[src/rtl/hazard_pkg.sv]
// Shared types and helpers for the hazard scoreboard.
//   div_state_e  : divide-unit occupancy states
//   DEF_CW       : default pending-counter width
//   DEF_CNT_MAX  : saturation value of a default-width counter
//   unpack_addr  : extracts operand idx (aw bits wide) from a packed address bus
package hazard_pkg;

    typedef enum logic [1:0] {
        IDLE = 2'd0,
        BUSY = 2'd1,
        DONE = 2'd2
    } div_state_e;

    localparam int DEF_CW      = 2;
    localparam int DEF_CNT_MAX = (1 << DEF_CW) - 1;

    // Wide enough for any sensible NSRC*AW; callers zero-extend into it.
    localparam int UNPACK_W = 1024;

    function automatic logic [31:0] unpack_addr(input logic [UNPACK_W-1:0] vec,
                                                input int unsigned idx,
                                                input int unsigned aw);
        logic [UNPACK_W-1:0] mask;
        mask = (UNPACK_W'(1) << aw) - UNPACK_W'(1);
        return 32'((vec >> (idx * aw)) & mask);
    endfunction

endpackage

[src/rtl/hazard_scoreboard_div_tracker.sv]
// Divide-unit occupancy tracker.
// Ports:
//   clk, rst, flush          : clock, synchronous reset, exception flush
//   issue_valid, issue_div   : instruction in D wants the divider
//   issue_wen, issue_waddr   : its destination (0 latched when it writes nothing)
//   accept                   : the instruction in D advances this cycle
//   div_busy                 : FSM not IDLE
//   div_done                 : result write-back pulse (DONE state only)
//   div_waddr                : destination of the divide in flight
//   struct_stall             : a divide in D must wait for the unit
module div_tracker
    import hazard_pkg::*;
#(
    parameter int AW      = 5,
    parameter int DIV_LAT = 32
) (
    input  logic          clk,
    input  logic          rst,
    input  logic          flush,
    input  logic          issue_valid,
    input  logic          issue_div,
    input  logic          issue_wen,
    input  logic [AW-1:0] issue_waddr,
    input  logic          accept,
    output logic          div_busy,
    output logic          div_done,
    output logic [AW-1:0] div_waddr,
    output logic          struct_stall
);

    // BUSY lasts DIV_LAT-1 cycles, DONE one more: accept-to-pulse = DIV_LAT.
    localparam int LW = (DIV_LAT > 2) ? $clog2(DIV_LAT - 1) : 1;
    localparam logic [LW-1:0] LAT_LOAD = LW'(DIV_LAT - 2);

    div_state_e    state_reg, state_next;
    logic [LW-1:0] lat_reg, lat_next;
    logic [AW-1:0] waddr_reg, waddr_next;
    logic          start;

    assign start = accept & issue_div;

    always_comb begin
        state_next = state_reg;
        lat_next   = lat_reg;
        waddr_next = waddr_reg;
        case (state_reg)
            IDLE: begin
                if (start) begin
                    state_next = BUSY;
                    lat_next   = LAT_LOAD;
                    waddr_next = issue_wen ? issue_waddr : '0;
                end
            end
            BUSY: begin
                if (lat_reg == '0) begin
                    state_next = DONE;
                end else begin
                    lat_next = lat_reg - LW'(1);
                end
            end
            DONE: begin
                // Back-to-back: a new divide may enter in the write-back cycle.
                if (start) begin
                    state_next = BUSY;
                    lat_next   = LAT_LOAD;
                    waddr_next = issue_wen ? issue_waddr : '0;
                end else begin
                    state_next = IDLE;
                end
            end
            default: state_next = IDLE;
        endcase
    end

    always_ff @(posedge clk) begin
        if (rst) begin
            state_reg <= IDLE;
            lat_reg   <= '0;
            waddr_reg <= '0;
        end else if (flush) begin
            state_reg <= IDLE;
            lat_reg   <= '0;
        end else begin
            state_reg <= state_next;
            lat_reg   <= lat_next;
            waddr_reg <= waddr_next;
        end
    end

    // A killed divide must not write back, even if it sits in DONE.
    assign div_done     = (state_reg == DONE) & ~flush & ~rst;
    assign div_busy     = (state_reg != IDLE);
    assign div_waddr    = waddr_reg;
    assign struct_stall = issue_valid & issue_div & (state_reg == BUSY);

endmodule

[src/rtl/hazard_scoreboard.sv]
// Stateful RAW/structural hazard scoreboard at the D->E boundary.
// Per-register saturating counters track outstanding long-latency writes;
// the divider's occupancy lives in div_tracker.
// Ports:
//   clk, rst, flush                : clock, synchronous reset, exception flush
//   issue_*                        : instruction in D (valid, write enable/addr, long, div)
//   src_valid, src_addr            : NSRC operand reads, operand i at [i*AW +: AW]
//   cpl_valid, cpl_addr            : external long-result write-back
//   stall, raw_stall               : decode stall and its RAW component
//   div_busy, div_done, div_waddr  : divider status
//   pending_vec                    : bit r set while register r has writes outstanding
//   overflow_err                   : sticky, increment hit a saturated counter
module hazard_scoreboard
    import hazard_pkg::*;
#(
    parameter int NREG    = 32,
    parameter int AW      = 5,
    parameter int NSRC    = 2,
    parameter int CW      = DEF_CW,
    parameter int DIV_LAT = 32,
    parameter int BYPASS  = 1
) (
    input  logic             clk,
    input  logic             rst,
    input  logic             flush,
    input  logic             issue_valid,
    input  logic             issue_wen,
    input  logic [AW-1:0]    issue_waddr,
    input  logic             issue_long,
    input  logic             issue_div,
    input  logic [NSRC-1:0]  src_valid,
    input  logic [NSRC*AW-1:0] src_addr,
    input  logic             cpl_valid,
    input  logic [AW-1:0]    cpl_addr,
    output logic             stall,
    output logic             raw_stall,
    output logic             div_busy,
    output logic             div_done,
    output logic [AW-1:0]    div_waddr,
    output logic [NREG-1:0]  pending_vec,
    output logic             overflow_err
);

    localparam int NADDR = 1 << AW;
    localparam logic [CW-1:0] CNT_MAX = '1;

    logic [NREG-1:0][CW-1:0] cnt_reg, cnt_next;
    logic [NREG-1:0]         ovf_hit, one_vec;
    logic [NADDR-1:0]        pend_full, one_full;
    logic [NSRC-1:0]         src_hit;
    logic [UNPACK_W-1:0]     src_pad;
    logic                    overflow_err_reg;
    logic                    accept, struct_stall, inc_en;

    div_tracker #(
        .AW      (AW),
        .DIV_LAT (DIV_LAT)
    ) u_div (
        .clk          (clk),
        .rst          (rst),
        .flush        (flush),
        .issue_valid  (issue_valid),
        .issue_div    (issue_div),
        .issue_wen    (issue_wen),
        .issue_waddr  (issue_waddr),
        .accept       (accept),
        .div_busy     (div_busy),
        .div_done     (div_done),
        .div_waddr    (div_waddr),
        .struct_stall (struct_stall)
    );

    assign accept = issue_valid & ~stall;
    assign inc_en = accept & (issue_long | issue_div) & issue_wen & (issue_waddr != '0);

    genvar gi;
    generate
        for (gi = 0; gi < NREG; gi++) begin : g_cnt
            logic          inc, dec_cpl, dec_div;
            logic [CW+1:0] sum;
            assign inc     = inc_en & (issue_waddr == AW'(gi));
            assign dec_cpl = cpl_valid & (cpl_addr == AW'(gi)) & (cpl_addr != '0);
            assign dec_div = div_done & (div_waddr == AW'(gi));
            // Two spare bits: bit CW flags above max, bit CW+1 flags below zero.
            assign sum = {2'b00, cnt_reg[gi]} + (CW+2)'(inc)
                         - (CW+2)'(dec_cpl) - (CW+2)'(dec_div);
            assign cnt_next[gi] = sum[CW+1] ? '0 : (sum[CW] ? CNT_MAX : sum[CW-1:0]);
            assign ovf_hit[gi]     = inc & (cnt_reg[gi] == CNT_MAX);
            assign pending_vec[gi] = |cnt_reg[gi];
            assign one_vec[gi]     = (cnt_reg[gi] == CW'(1));
        end
    endgenerate

    // Full address-space views so any AW-bit operand indexes safely.
    assign pend_full = NADDR'(pending_vec);
    assign one_full  = NADDR'(one_vec);
    assign src_pad   = UNPACK_W'(src_addr);

    generate
        for (gi = 0; gi < NSRC; gi++) begin : g_src
            logic [AW-1:0] sa;
            logic          byp;
            assign sa  = AW'(unpack_addr(src_pad, gi, AW));
            // Only the last outstanding write can be bypassed by its own completion.
            assign byp = (BYPASS != 0)
                       & ((cpl_valid & (cpl_addr == sa)) | (div_done & (div_waddr == sa)))
                       & one_full[sa];
            assign src_hit[gi] = src_valid[gi] & (sa != '0) & pend_full[sa] & ~byp;
        end
    endgenerate

    assign raw_stall    = |src_hit;
    assign stall        = raw_stall | struct_stall;
    assign overflow_err = overflow_err_reg;

    always_ff @(posedge clk) begin
        if (rst) begin
            cnt_reg          <= '0;
            overflow_err_reg <= 1'b0;
        end else if (flush) begin
            cnt_reg <= '0;
        end else begin
            cnt_reg <= cnt_next;
            if (|ovf_hit) begin
                overflow_err_reg <= 1'b1;
            end
        end
    end

endmodule

[config.mk]
export PLATFORM = sky130hd
export DESIGN_NAME = hazard_scoreboard
export DESIGN_NICKNAME = d
export VERILOG_FILES = /design/src/rtl/hazard_pkg.sv /design/src/rtl/hazard_scoreboard_div_tracker.sv /design/src/rtl/hazard_scoreboard.sv
export SDC_FILE = /design/constraint.sdc
export NUM_CORES = 1
export LEC_CHECK = 0
export ABC_AREA = 1
export BUFFER_PORTS_ARGS = -buffer_cell sky130_fd_sc_hd__buf_2
export CAP_MARGIN = 20
export CORE_MARGIN = 8
export CORE_UTILIZATION = 55
export DETAILED_ROUTE_END_ITERATION = 10
export MAX_ROUTING_LAYER = met4
export PLACE_DENSITY = 0.74
export SYNTH_ARGS = -nofsm -noshare
export SYNTH_HDL_FRONTEND = slang
export SYNTH_SLANG_ARGS = --single-unit
[constraint.sdc]
create_clock -name clk -period 3.96 [get_ports clk]
set_input_delay 0.198 -clock clk [delete_from_list [all_inputs] [get_ports clk]]
set_output_delay 0.198 -clock clk [all_outputs]
set_load 0.01 [all_outputs]
==> run summary, run 1 <==
DR vias - 9254
Pre-CTS worst setup slack - 0.4642 ns
Critical Path End Type - register
Reg power frac - 37.1%
Synth-to-Final Area Change - 9.818%
Sw frac - 32.19%
Initial DRT Pass Iterations - 6
Starting Density - 55.56%
Sw power - 698.8 µW
HP Start - rst
IO Pins - 72
P_int - 1.472 mW
Die area - 20160 µm²
Vias in the first global route - 8922
Cells after synthesis - 1353
Global Route Usage Sum - 30.43%
Peak per-stage delay on the critical path - 0.38 ns
Most used cell along the critical path - nand2_1
Worst EP arrival - 3.62 ns
WHS Endpoint - u_div.div_waddr[3]
Maxcap violations - 0
H-tree Lvls - 3
Ys async rst share - 0%
Die width - 142.0 µm
Synth area leader - ha_1
Post-CTS Setup Repair Bufs - 0
Placed cell area - 9260 µm²
DP Wirelength - 22370 µm
CTS resizes - 0
Critical path startpoint category - register
Fill count - 1551
Clock skew - 0.006094 ns
Fin area - 9587 µm²
CTS tree - yes
Min Tclk post-route - 3.339 ns
Worst slew pin tran - 0.7892 ns
Fraction of the cycle the final worst path needs - 84.32%
Status - complete, no violations
Post-synth EDFFs - 0
Hold WS - 0.1220 ns
R2R cell count - 20
Min-delay worst type - in -> reg
Share of layout cells above drive strength 1 - 10.31%
Final setup violation count - 0
Final hold violation count - 0
Later-pin clock latency in the skew report - 0.35 ns
Lkg Pwr - 5.199 nW
Avg Cell Area, Syn - 6.452 µm²
Antenna violations before repair - 2
Worst-path maximum fanout - 31
DRC Markers - 0
RSZ-0062 raised after global routing - false
Total power - 2.171 mW
Sum Neg Setup Slack - 0 ns
Critical path depth in cells - 20
Worst reg2reg setup slack - 0.62 ns
Number of vias per cell - 5.698
Top cells by area, synth - ha_1, dfxtp_1, inv_1
Slew HR - 47.33%
Seq cells post-synth - 77
Largest net degree at the start of global routing - 40
Delay-heaviest family, CP - simple AND/OR/NAND/NOR gates
Cell Area, Synth - 8730 µm²
Fin worst setup slack - 0.6210 ns
DR WL/cell - 18.05 µm
Worst R2R Start - cnt_reg[26]
Post-detailed-routing wire length - 29320 µm
Combinational power share - 20.0%
CTS root buf - clkbuf_16
PD cells - 226.5 nW/µm²
Slew Limit Fails - 0
CP Data Required Time - 4.24 ns
Die H - 142.0 µm
Clock Path Buffers - 2
Cell row count - 46
CTS buffer count - 9
Hold depth - 2
Global-route wire length before repair - 46230 µm
Hold buffer count at CTS - 0
Clock network fraction of total power - 43.0%
Port Buffers - 71
Max IR drop VDD - 219.2 µV
Clock sinks - 77
Net Count, Synth - 1545
CP max stage cell - dfxtp_1
Peak Freq - 0.2995 GHz
RePlAce Congestion - 1.091
Most used DFF post-synth - dfxtp_1
Clock-pin slew on the worst setup and hold paths - 0.07 ns
Grt ovf - 0
Nets - 1593
Count of cell types in the netlist - 37
Final ANT Viol Nets - 0
Largest register FFs - 64
Core Area - 15710 µm²
Seq/Total Area, Yosys - 17.66%
Capturing point of the worst reg2reg path - cnt_reg[23]
Iteration-0 DRC Markers - 1092
CP Class - reg -> reg
Synth warnings - 0
Crit path cell chain - nor2_1 > nand2_1 > nand2_1 > nand2_1 > nand3_1 > nand3_1 > a21oi_1 > nor2_1 > nand2_1 > nand3_2 > nor2_4 > nand2_1 > buf_4 > nor4_1 > ha_1 > ha_1 > inv_1 > ha_1 > or2_2 > a21oi_1
WP buf/inv - 2
Top cell type's share of synthesized area - 18.63%
## metrics by stage
| step | std cells | utilization (%) |
|---|---|---|
| floorplan | 1353 | - |
| global placement | 1605 | 58.76 |
| detailed placement | 1606 | 58.93 |
| CTS | 1622 | 60.98 |
| global route | 1624 | 61.01 |
| finish | 1624 | 61.01 |
## worst max path at each step
stage | from | end | slack, ns
3_5_place_dp | src_addr[0] | cnt_reg[23] | 0.46
5_1_grt | cnt_reg[26] | cnt_reg[23] | 0.34
3_3_place_gp | src_addr[0] | cnt_reg[47] | 0.53
2_1_floorplan | u_div.state_reg[1] | cnt_reg[40] | 1.08
4_1_cts | cnt_reg[26] | cnt_reg[47] | 0.73
6_report | cnt_reg[26] | cnt_reg[23] | 0.62
## power groups by stage
stage               sequential, mW  combinational (mW)  clock, mW
floorplan                    0.817               0.271          0
global placement             0.822               0.413          0
detailed placement           0.822               0.418          0
CTS                          0.804               0.421      0.940
global route                 0.807               0.470      0.969
finish                       0.805               0.433      0.933
## cells in the final DEF, fill, tap and decap left out, types with 2 or more instances in the layout
cell / Yosys / layout
dfxtp_1: 77 / 77
nand3_1: 146 / 146
conb_1: 2 / 2
xnor2_1: 2 / 2
nor2_4: 2 / 2
clkinv_2: 0 / 2
bufinv_16: 0 / 2
a211oi_1: 6 / 6
diode_2: 0 / 2
ha_1: 130 / 130
nor2_1: 104 / 104
fa_1: 32 / 32
nor3_1: 30 / 30
nand4_1: 31 / 31
buf_4: 3 / 13
a21oi_1: 93 / 93
xor2_1: 7 / 7
o21ai_1: 5 / 5
nand3_2: 2 / 2
clkbuf_16: 0 / 9
inv_1: 289 / 289
nor4_1: 12 / 12
buf_2: 17 / 71
nand2_1: 271 / 271
o22ai_1: 6 / 6
o21ai_0: 10 / 10
inv_6: 0 / 2
or2_2: 37 / 37
## logic make-up (layout without fill, tap and decap cells)
logic type | count (synthesis) | in the layout | synth area share [%]
fa+ha+maj | 162 | 162 | 25.97
buf+inv | 340 | 393 | 15.11
compound gates | 125 | 125 | 7.611
xor+xnor | 9 | 9 | 0.9030
simple gates | 638 | 638 | 32.66
other cells | 2 | 4 | 0.08603
flops | 77 | 77 | 17.66
## cell type report
class	count	area, µm²	area share (%)
well taps	216	270.3	2.819
multi-input cells	936	5869	61.22
diodes	2	5.005	0.05221
inverters	292	1099	11.46
flip-flops and latches	77	1541	16.08
clock inverters	7	96.34	1.005
repair buffers	85	480.5	5.012
clock buffers	9	225.2	2.349
## worst register-to-register path, stage by stage (launching register included)
cell     delay (ns)
dfxtp_1        0.38
nor2_1         0.31
nand2_1        0.09
nand2_1        0.09
nand2_1        0.05
nand3_1        0.10
nand3_1        0.13
a21oi_1        0.19
nor2_1         0.07
nand2_1        0.10
nand3_2        0.11
nor2_4         0.10
nand2_1        0.06
buf_4          0.26
nor4_1         0.26
ha_1           0.21
ha_1           0.14
inv_1          0.04
ha_1           0.16
or2_2          0.30
a21oi_1        0.15
## cell usage after synthesis (2+ instances only)
cell      count
o21ai_1       5
dfxtp_1      77
nand4_1      31
buf_2        17
nor2_1      104
conb_1        2
nor4_1       12
nand3_1     146
nor3_1       30
xor2_1        7
a21oi_1      93
a211oi_1      6
inv_1       289
xnor2_1       2
nor2_4        2
clkbuf_1     26
buf_4         3
o22ai_1       6
fa_1         32
or2_2        37
nand2_1     271
ha_1        130
o21ai_0      10
nand3_2       2
## per-layer routing
layer | GRT usage, % | share of wire, % | vias up
li1 | - | - | 4391
met1 | 36.08 | 39 | 4215
met2 | 47.29 | 44 | 531
met3 | 7.179 | 11 | 117
met4 | 16.00 | 5.2 | 0
met5 | - | 0 | -
Power figures use the tool's default switching activity.
==> inputs of run 2 (changes only) <==
--- a/config.mk
+++ b/config.mk
@@ -5,7 +5,7 @@
 export SDC_FILE = /design/constraint.sdc
 export NUM_CORES = 1
 export LEC_CHECK = 0
-export ABC_AREA = 1
+export ABC_AREA = 0
 export BUFFER_PORTS_ARGS = -buffer_cell sky130_fd_sc_hd__buf_2
 export CAP_MARGIN = 20
 export CORE_MARGIN = 8
==> constraint.sdc (replaced) <==
create_clock -name clk -period 3.19 [get_ports clk]
set_input_delay 0.1595 -clock clk [delete_from_list [all_inputs] [get_ports clk]]
set_output_delay 0.1595 -clock clk [all_outputs]
set_load 0.01 [all_outputs]
==> run 2 against run 1 <==
Die area shrank 2.5%. The run now ends with negative setup slack left. First-iteration DRC count shrank 5.5%. Hold slack gained 0.0043 ns. Wire length grew 11%. Sequential share of layout area shrank 2.7 points. Clock power grew 19%. Highest routed layer unchanged. Sequential power grew 22%. Clock skew grew 0.0042 ns.
==> run summary, run 2 <==
Status - complete, but fails checks
Failing checks - negative setup slack
Diodes inserted - 0 (-2)
Later-pin clock latency in the skew report - 0.36 ns (about the same)
Sum Neg Setup Slack - -13.58 ns (-13.58 ns)
Ys async rst share - 0% (unchanged)
Post-Synth Adder-Cell Area - 26.73% (+0.75 points)
Clock skew - 0.01028 ns (+0.004190 ns)
Fraction of the cycle the final worst path needs - 112.7% (+28 points)
CTS buffer count - 9 (unchanged)
Critical Path End Type - register
Clock Path Buffers - 2 (unchanged)
Peak Freq - 0.2781 GHz (-7.2%)
RePlAce Congestion - 1.063 (-2.6%)
Port Buffers - 71 (unchanged)
Cell Area, Synth - 8483 µm² (-2.8%)
Synth-to-Final Area Change - 38.61%
Worst reg2reg setup slack - -0.41 ns (-1.03 ns)
Vias in the first global route - 8883 (-0.44%)
CTS root buf - clkbuf_16
Iteration-0 DRC Markers - 1032 (-5.5%)
Cell with the most instances after synthesis - inv_1
Final hold violation count - 0 (unchanged)
Share of layout cells above drive strength 1 - 38.68% (+28 points)
Grt ovf - 0 (unchanged)
H-tree Lvls - 3 (unchanged)
Nets - 1464 (-8.1%)
Cell row count - 45 (-2.2%)
DR vias - 8934 (-3.5%)
Min-delay worst type - in -> reg
RSZ-0062 raised after global routing - true
CP endpoint - cnt_reg[51]
Synth Area in Simple Gates - 28.10% (-4.6 points)
Core Area - 15150 µm² (-3.6%)
Min Tclk post-route - 3.596 ns (+0.2573 ns)
Post-synthesis mux area share - 5.870% (+5.9 points)
Fin worst setup slack - -0.4064 ns (-1.027 ns)
Fill count - 1032 (-33%)
XOR/XNOR share of the synthesized area - 2.375% (+1.5 points)
Final ANT Viol Nets - 0 (unchanged)
Synth area leader - ha_1
Sequential cell area - 1574 µm² (+2.1%)
Worst R2R Start - cnt_reg[36]
Multi-input logic area - 7077 µm² (+21%)
Clock-pin slew on the worst setup and hold paths - 0.07 ns (about the same)
Number of vias per cell - 6.098 (+7.0%)
Largest family of logic cells by synthesized area - simple AND/OR/NAND/NOR gates
Lkg Pwr - 5.624 nW (+8.2%)
Top cell type's share of synthesized area - 19.17% (+0.54 points)
Count of cell types in the netlist - 71 (+92%)
PD cells - 230.6 nW/µm² (+1.8%)
Most used DFF post-synth - dfxtp_1
Die H - 140.2 µm (-1.3%)
Max IR drop VDD - 235.0 µV (+7.2%)
Die area - 19650 µm² (-2.5%)
Most common cell after layout, fill and taps aside - buf_4
Crit path launch - cnt_reg[36]
DRC Markers - 0 (unchanged)
Cells after synthesis - 1048 (-23%)
Placed cell area - 10200 µm² (+10%)
Largest net degree at the start of global routing - 48 (+20%)
CP Data Required Time - 3.45 ns (-0.79 ns)
Capturing point of the worst reg2reg path - cnt_reg[51]
DP Wirelength - 23780 µm (+6.3%)
Most frequent cells in the layout - buf_4, inv_1, nand2_1
Die width - 140.2 µm (-1.3%)
Clock sinks - 77 (unchanged)
CTS tree - yes
Initial DRT Pass Iterations - 8 (+2)
Worst-path maximum fanout - 8 (-74%)
Complex-gate fraction of the synthesized area - 8.230% (+0.62 points)
DR WL/cell - 22.26 µm (+23%)
Slew Limit Fails - 0 (unchanged)
Net Count, Synth - 1240 (-20%)
Seq/Total Area, Yosys - 18.17% (+0.51 points)
Synth warnings - 0 (unchanged)
Top post-synthesis cells by count - inv_1, ha_1, nor3_1, nand2_1, dfxtp_1
Worst slew pin tran - 1.057 ns (+0.2680 ns)
Maxcap violations - 0 (unchanged)
Avg Cell Area, Syn - 8.095 µm² (+25%)
Hold buffer count at CTS - 0 (unchanged)
Global-route wire length before repair - 47870 µm (+3.5%)
Worst EP arrival - 3.86 ns (+0.24 ns)
Fin area - 11760 µm² (+23%)
Seq cells post-synth - 77 (unchanged)
Largest register FFs - 64 (unchanged)
Slew HR - 29.52% (-18 points)
Top cells by area, synth - ha_1, dfxtp_1, inv_1
Final setup violation count - 62 (+62)
Starting Density - 56.01% (+0.45 points)
R2R cell count - 16 (-20%)
IO Pins - 72 (unchanged)
CP Class - reg -> reg
Antenna violations before repair - 0 (-2)
Global Route Usage Sum - 32.25% (+1.8 points)
Critical path startpoint category - register
Post-synth EDFFs - 0 (unchanged)
Post-detailed-routing wire length - 32610 µm (+11%)
[run 2: metrics by stage]
stage / worst slack [ns] / utilization, % / std cells / hold WS (ns) / power (mW)
2_1_floorplan: 0.08379 / - / 1048 / 0.2362 / 1.297
3_3_place_gp: -0.2953 / 67.32 / 1431 / 0.4443 / 1.521
3_5_place_dp: -0.3542 / 67.32 / 1431 / 0.4499 / 1.528
4_1_cts: -0.2156 / 73.76 / 1459 / 0.1175 / 2.654
5_1_grt: -0.5048 / 77.64 / 1465 / 0.1372 / 2.782
6_report: -0.4064 / 77.64 / 1465 / 0.1262 / 2.711
[run 2: repair_timing]
| item | in CTS | in global routing |
|---|---|---|
| setup buffers | 12 | 7 |
| pin swaps | 25 | 32 |
| gates resized for setup | 127 | 111 |
| setup endpoints to repair | 62 | 63 |
| gates cloned | 1 | 0 |
[run 2: how the worst min path moves through the flow]
| stage | depth (start not counted) | slack (ns) | start | endpoint |
|---|---|---|---|---|
| floorplan | 1 | 0.24 | flush | u_div.state_reg[1] |
| global placement | 2 | 0.44 | overflow_err | overflow_err |
| detailed placement | 2 | 0.45 | overflow_err | overflow_err |
| CTS | 3 | 0.12 | issue_wen | u_div.div_waddr[2] |
| global route | 3 | 0.14 | issue_wen | u_div.div_waddr[2] |
| finish | 3 | 0.13 | issue_wen | u_div.div_waddr[2] |
[run 2: area by class of cell]
type,instances,share of cell area (%)
Clock buffer,9,1.915
Clock inverter,7,0.6810
Inverter,173,5.522
Multi-Input combinational cell,746,60.18
Sequential cell,77,13.39
Tap cell,188,2.000
Timing Repair Buffer,265,16.31
[run 2: where the power goes]
| part | switching, mW | internal [mW] | leakage, nW | total (mW) |
|---|---|---|---|---|
| Clock | 0.497 | 0.617 | 0.143 | 1.11 |
| Combinational | 0.358 | 0.253 | 4.85 | 0.611 |
| Sequential | 0.0131 | 0.973 | 0.632 | 0.986 |
[run 2: cell families after synthesis]
kind of cell             after synthesis
AO/OA/AOI/OAI                         84
adder cells (fa/ha/maj)              162
other                                  2
XOR/XNOR                              23
flip-flops                            77
buffers and inverters                225
multiplexers                          26
AND/OR/NAND/NOR                      449
[run 2: worst max-delay path, stage by stage, from the launching register on]
cell and delay [ns]:
dfxtp_4 0.37, buf_6 0.10, nor4_1 0.08, or4_4 0.43, a32o_2 0.25, nor4_4 0.32, o221ai_2 0.20, buf_4 0.19
o2111ai_4 0.27, buf_6 0.20, nor3_1 0.08, ha_2 0.20, ha_1 0.18, inv_1 0.07, ha_1 0.24, nor2b_1 0.15
nor3_1 0.18
[run 2: metal layers]
layer | vias to the layer above | share of wire, % | wire [µm] | global-route usage, %
met5 | - | 0 | 0 | -
met4 | 0 | 5.1 | 1653 | 15.14
met3 | 156 | 11 | 3604 | 8.936
met2 | 546 | 46 | 15030 | 50.89
met1 | 4240 | 38 | 12320 | 37.51
li1 | 3992 | - | - | -
==> inputs of run 3 (changes only) <==
--- a/config.mk
+++ b/config.mk
@@ -8,7 +8,6 @@
 export ABC_AREA = 0
 export BUFFER_PORTS_ARGS = -buffer_cell sky130_fd_sc_hd__buf_2
 export CAP_MARGIN = 20
-export CORE_MARGIN = 8
 export CORE_UTILIZATION = 55
 export DETAILED_ROUTE_END_ITERATION = 10
 export MAX_ROUTING_LAYER = met4
==> constraint.sdc (replaced) <==
create_clock -name clk -period 3.37 [get_ports clk]
set_input_delay 0.1685 -clock clk [delete_from_list [all_inputs] [get_ports clk]]
set_output_delay 0.1685 -clock clk [all_outputs]
set_load 0.01 [all_outputs]
==> run 3 against run 2 <==
The run still ends with negative setup slack left. Via count fell by 5.3%. Sequential share of layout area up 1.4 points. Sequential cell count unchanged. Clock skew down 0.00079 ns. Power is 3.8% lower. Global-route usage is 4.4 points higher. Critical path depth fell by 2. Fmax up 5.8%. Clock-buffer cell count is 1 higher. Setup slack improved by 0.38 ns. Combinational power fell by 18%. Design area decreased by 9.1%. Largest power group unchanged. Highest routed layer unchanged.
==> run summary, run 3 (synthesis results as in run 2) <==
CP Data Required Time - 3.64 ns (+0.19 ns)
IO Pins - 72 (unchanged)
CTS tree - yes
Slew Limit Fails - 0 (unchanged)
Post-detailed-routing wire length - 28730 µm (-12%)
Multi-input logic area - 6646 µm² (-6.1%)
Final setup violation count - 1 (-98%)
CP Class - reg -> reg
Hold WS - 0.05485 ns (-0.07140 ns)
Hold depth - 2 (-1)
Critical Path End Type - register
Peak Freq - 0.2941 GHz (+5.8%)
Clock-pin slew on the worst setup and hold paths - 0.07 ns (about the same)
RSZ-0062 raised after global routing - true
DR WL/cell - 20.85 µm (-6.3%)
Worst reg2reg setup slack - -0.03 ns (+0.38 ns)
WHS Endpoint - u_div.state_reg[1]
Failing checks - negative setup slack
P_int - 1.859 mW (+0.87%)
Lkg Pwr - 5.058 nW (-10%)
DRC Markers - 0 (unchanged)
CTS buffer count - 9 (unchanged)
Status - complete, but fails checks
Number of vias per cell - 6.139 (+0.66%)
Vias in the first global route - 7983 (-10%)
DP Wirelength - 22260 µm (-6.4%)
H-tree Lvls - 3 (unchanged)
Final ANT Viol Nets - 0 (unchanged)
Clock Path Buffers - 2 (unchanged)
Fraction of the cycle the final worst path needs - 100.9% (-12 points)
Port Buffers - 71 (unchanged)
Diodes inserted - 0 (unchanged)
Clock sinks - 77 (unchanged)
Slew HR - 36.82% (+7.3 points)
PD cells - 244.1 nW/µm² (+5.9%)
HP Start - flush
Fill count - 1225 (+19%)
RePlAce Congestion - 1.056 (-0.59%)
Clock network fraction of total power - 44.9% (+3.8 points)
Worst EP arrival - 3.67 ns (-0.19 ns)
Most common cell after layout, fill and taps aside - inv_1
Reg power frac - 35.9% (-0.5 points)
Final hold violation count - 0 (unchanged)
Later-pin clock latency in the skew report - 0.36 ns (about the same)
Min Tclk post-route - 3.400 ns (-0.1961 ns)
Combinational power share - 19.2% (-3.4 points)
Fin worst setup slack - -0.03027 ns (+0.3761 ns)
Die area - 15920 µm² (-19%)
Worst slew pin tran - 0.9477 ns (-0.1094 ns)
Sequential cell area - 1575 µm² (about the same)
Die width - 126.2 µm (-10%)
Fin area - 10690 µm² (-9.1%)
Grt ovf - 0 (unchanged)
Min-delay worst type - in -> reg
DR vias - 8459 (-5.3%)
CTS root buf - clkbuf_16
Placed cell area - 9638 µm² (-5.5%)
Capturing point of the worst reg2reg path - cnt_reg[59]
Cell row count - 45 (unchanged)
Clock skew - 0.009489 ns (-0.0007949 ns)
Worst R2R Start - cnt_reg[46]
Initial DRT Pass Iterations - 7 (-1)
Maxcap violations - 0 (unchanged)
Largest net degree at the start of global routing - 27 (-44%)
Sum Neg Setup Slack - -0.03027 ns (+13.55 ns)
Largest register FFs - 64 (unchanged)
Worst-path maximum fanout - 8 (unchanged)
R2R cell count - 14 (-2)
Share of layout cells above drive strength 1 - 30.42% (-8.3 points)
Sw frac - 28.75% (-3.3 points)
Antenna violations before repair - 0 (unchanged)
Core Area - 15150 µm² (unchanged)
Iteration-0 DRC Markers - 1019 (-1.3%)
Starting Density - 56.01% (unchanged)
Critical path startpoint category - register
Die H - 126.2 µm (-10%)
Sw power - 750.1 µW (-14%)
Global Route Usage Sum - 36.62% (+4.4 points)
Global-route wire length before repair - 42720 µm (-11%)
Pre-CTS worst setup slack - -0.09461 ns (+0.2596 ns)
Max IR drop VDD - 242.2 µV (+3.1%)
Total power - 2.609 mW (-3.8%)
Most frequent cells in the layout - inv_1, buf_4, nand2_1
Synth-to-Final Area Change - 26.00%
Nets - 1377 (-5.9%)
-- run 3: cell types whose count changed in the layout (fill, tap and decap cells not counted), sizes merged --
cell,change
buf,-87
inv,-3
bufinv,+2
clkbuf,+1
-- run 3: worst max-delay path, cell delays in order, from the launching register on --
cell and delay [ns]:
dfxtp_2 0.37, nor4bb_2 0.06, or4_1 0.54, a32o_2 0.27, nor4_4 0.33, o221ai_2 0.21, o2111ai_4 0.29, buf_6 0.20
nor3_2 0.06, ha_2 0.22, ha_4 0.16, inv_2 0.06, ha_4 0.19, nor2b_1 0.13, nor3_1 0.21
-- run 3: final cells by class --
class / instances / share of cell area, %
timing repair buffer: 178 / 11.52
clock inverter: 6 / 1.030
tap: 188 / 2.201
clock buffer: 10 / 2.236
sequential: 77 / 14.74
multi-input combinational: 746 / 62.18
inverter: 173 / 6.099
-- run 3: what timing repair did --
action / 4_1_cts / 5_1_grt
pin swaps: 1 / 17
resized for setup: 7 / 148
setup buffers: 1 / 6
setup endpoints to repair: 40 / 62
hold buffers: 0 / 0
gates cloned: 0 / 0
-- run 3: worst max-delay path by stage --
stage	startpoint	slack (ns)	end
after floorplan	cnt_reg[46]	0.26	cnt_reg[26]
after global placement	src_addr[0]	-0.06	cnt_reg[32]
after detailed placement	src_addr[0]	-0.09	cnt_reg[45]
after CTS	cnt_reg[41]	-0.04	cnt_reg[47]
after global routing	cnt_reg[46]	-0.15	cnt_reg[59]
final	cnt_reg[46]	-0.03	cnt_reg[59]
-- run 3: power by group through the flow --
stage          clock network (mW)  logic (mW)  registers [mW]
2_1_floorplan                   0       0.270           0.957
3_3_place_gp                    0       0.445           0.956
3_5_place_dp                    0       0.450           0.957
4_1_cts                      1.17       0.455           0.937
5_1_grt                      1.22       0.531           0.938
6_report                     1.17       0.500           0.937
-- run 3: per-stage QoR --
stage                     instances  util [%]
final                          1378     70.57
after global routing           1378     70.57
after CTS                      1372     66.17
after detailed placement       1355     63.63
after global placement         1355     63.63
after floorplan                1048         -
-- run 3: layer usage --
layer	GRT usage [%]	part of all wire, %	vias to the layer above
met2	55.48	44	524
met5	-	0	-
met3	9.473	11	130
met4	15.80	4.7	0
li1	-	-	3822
met1	46.03	40	3983
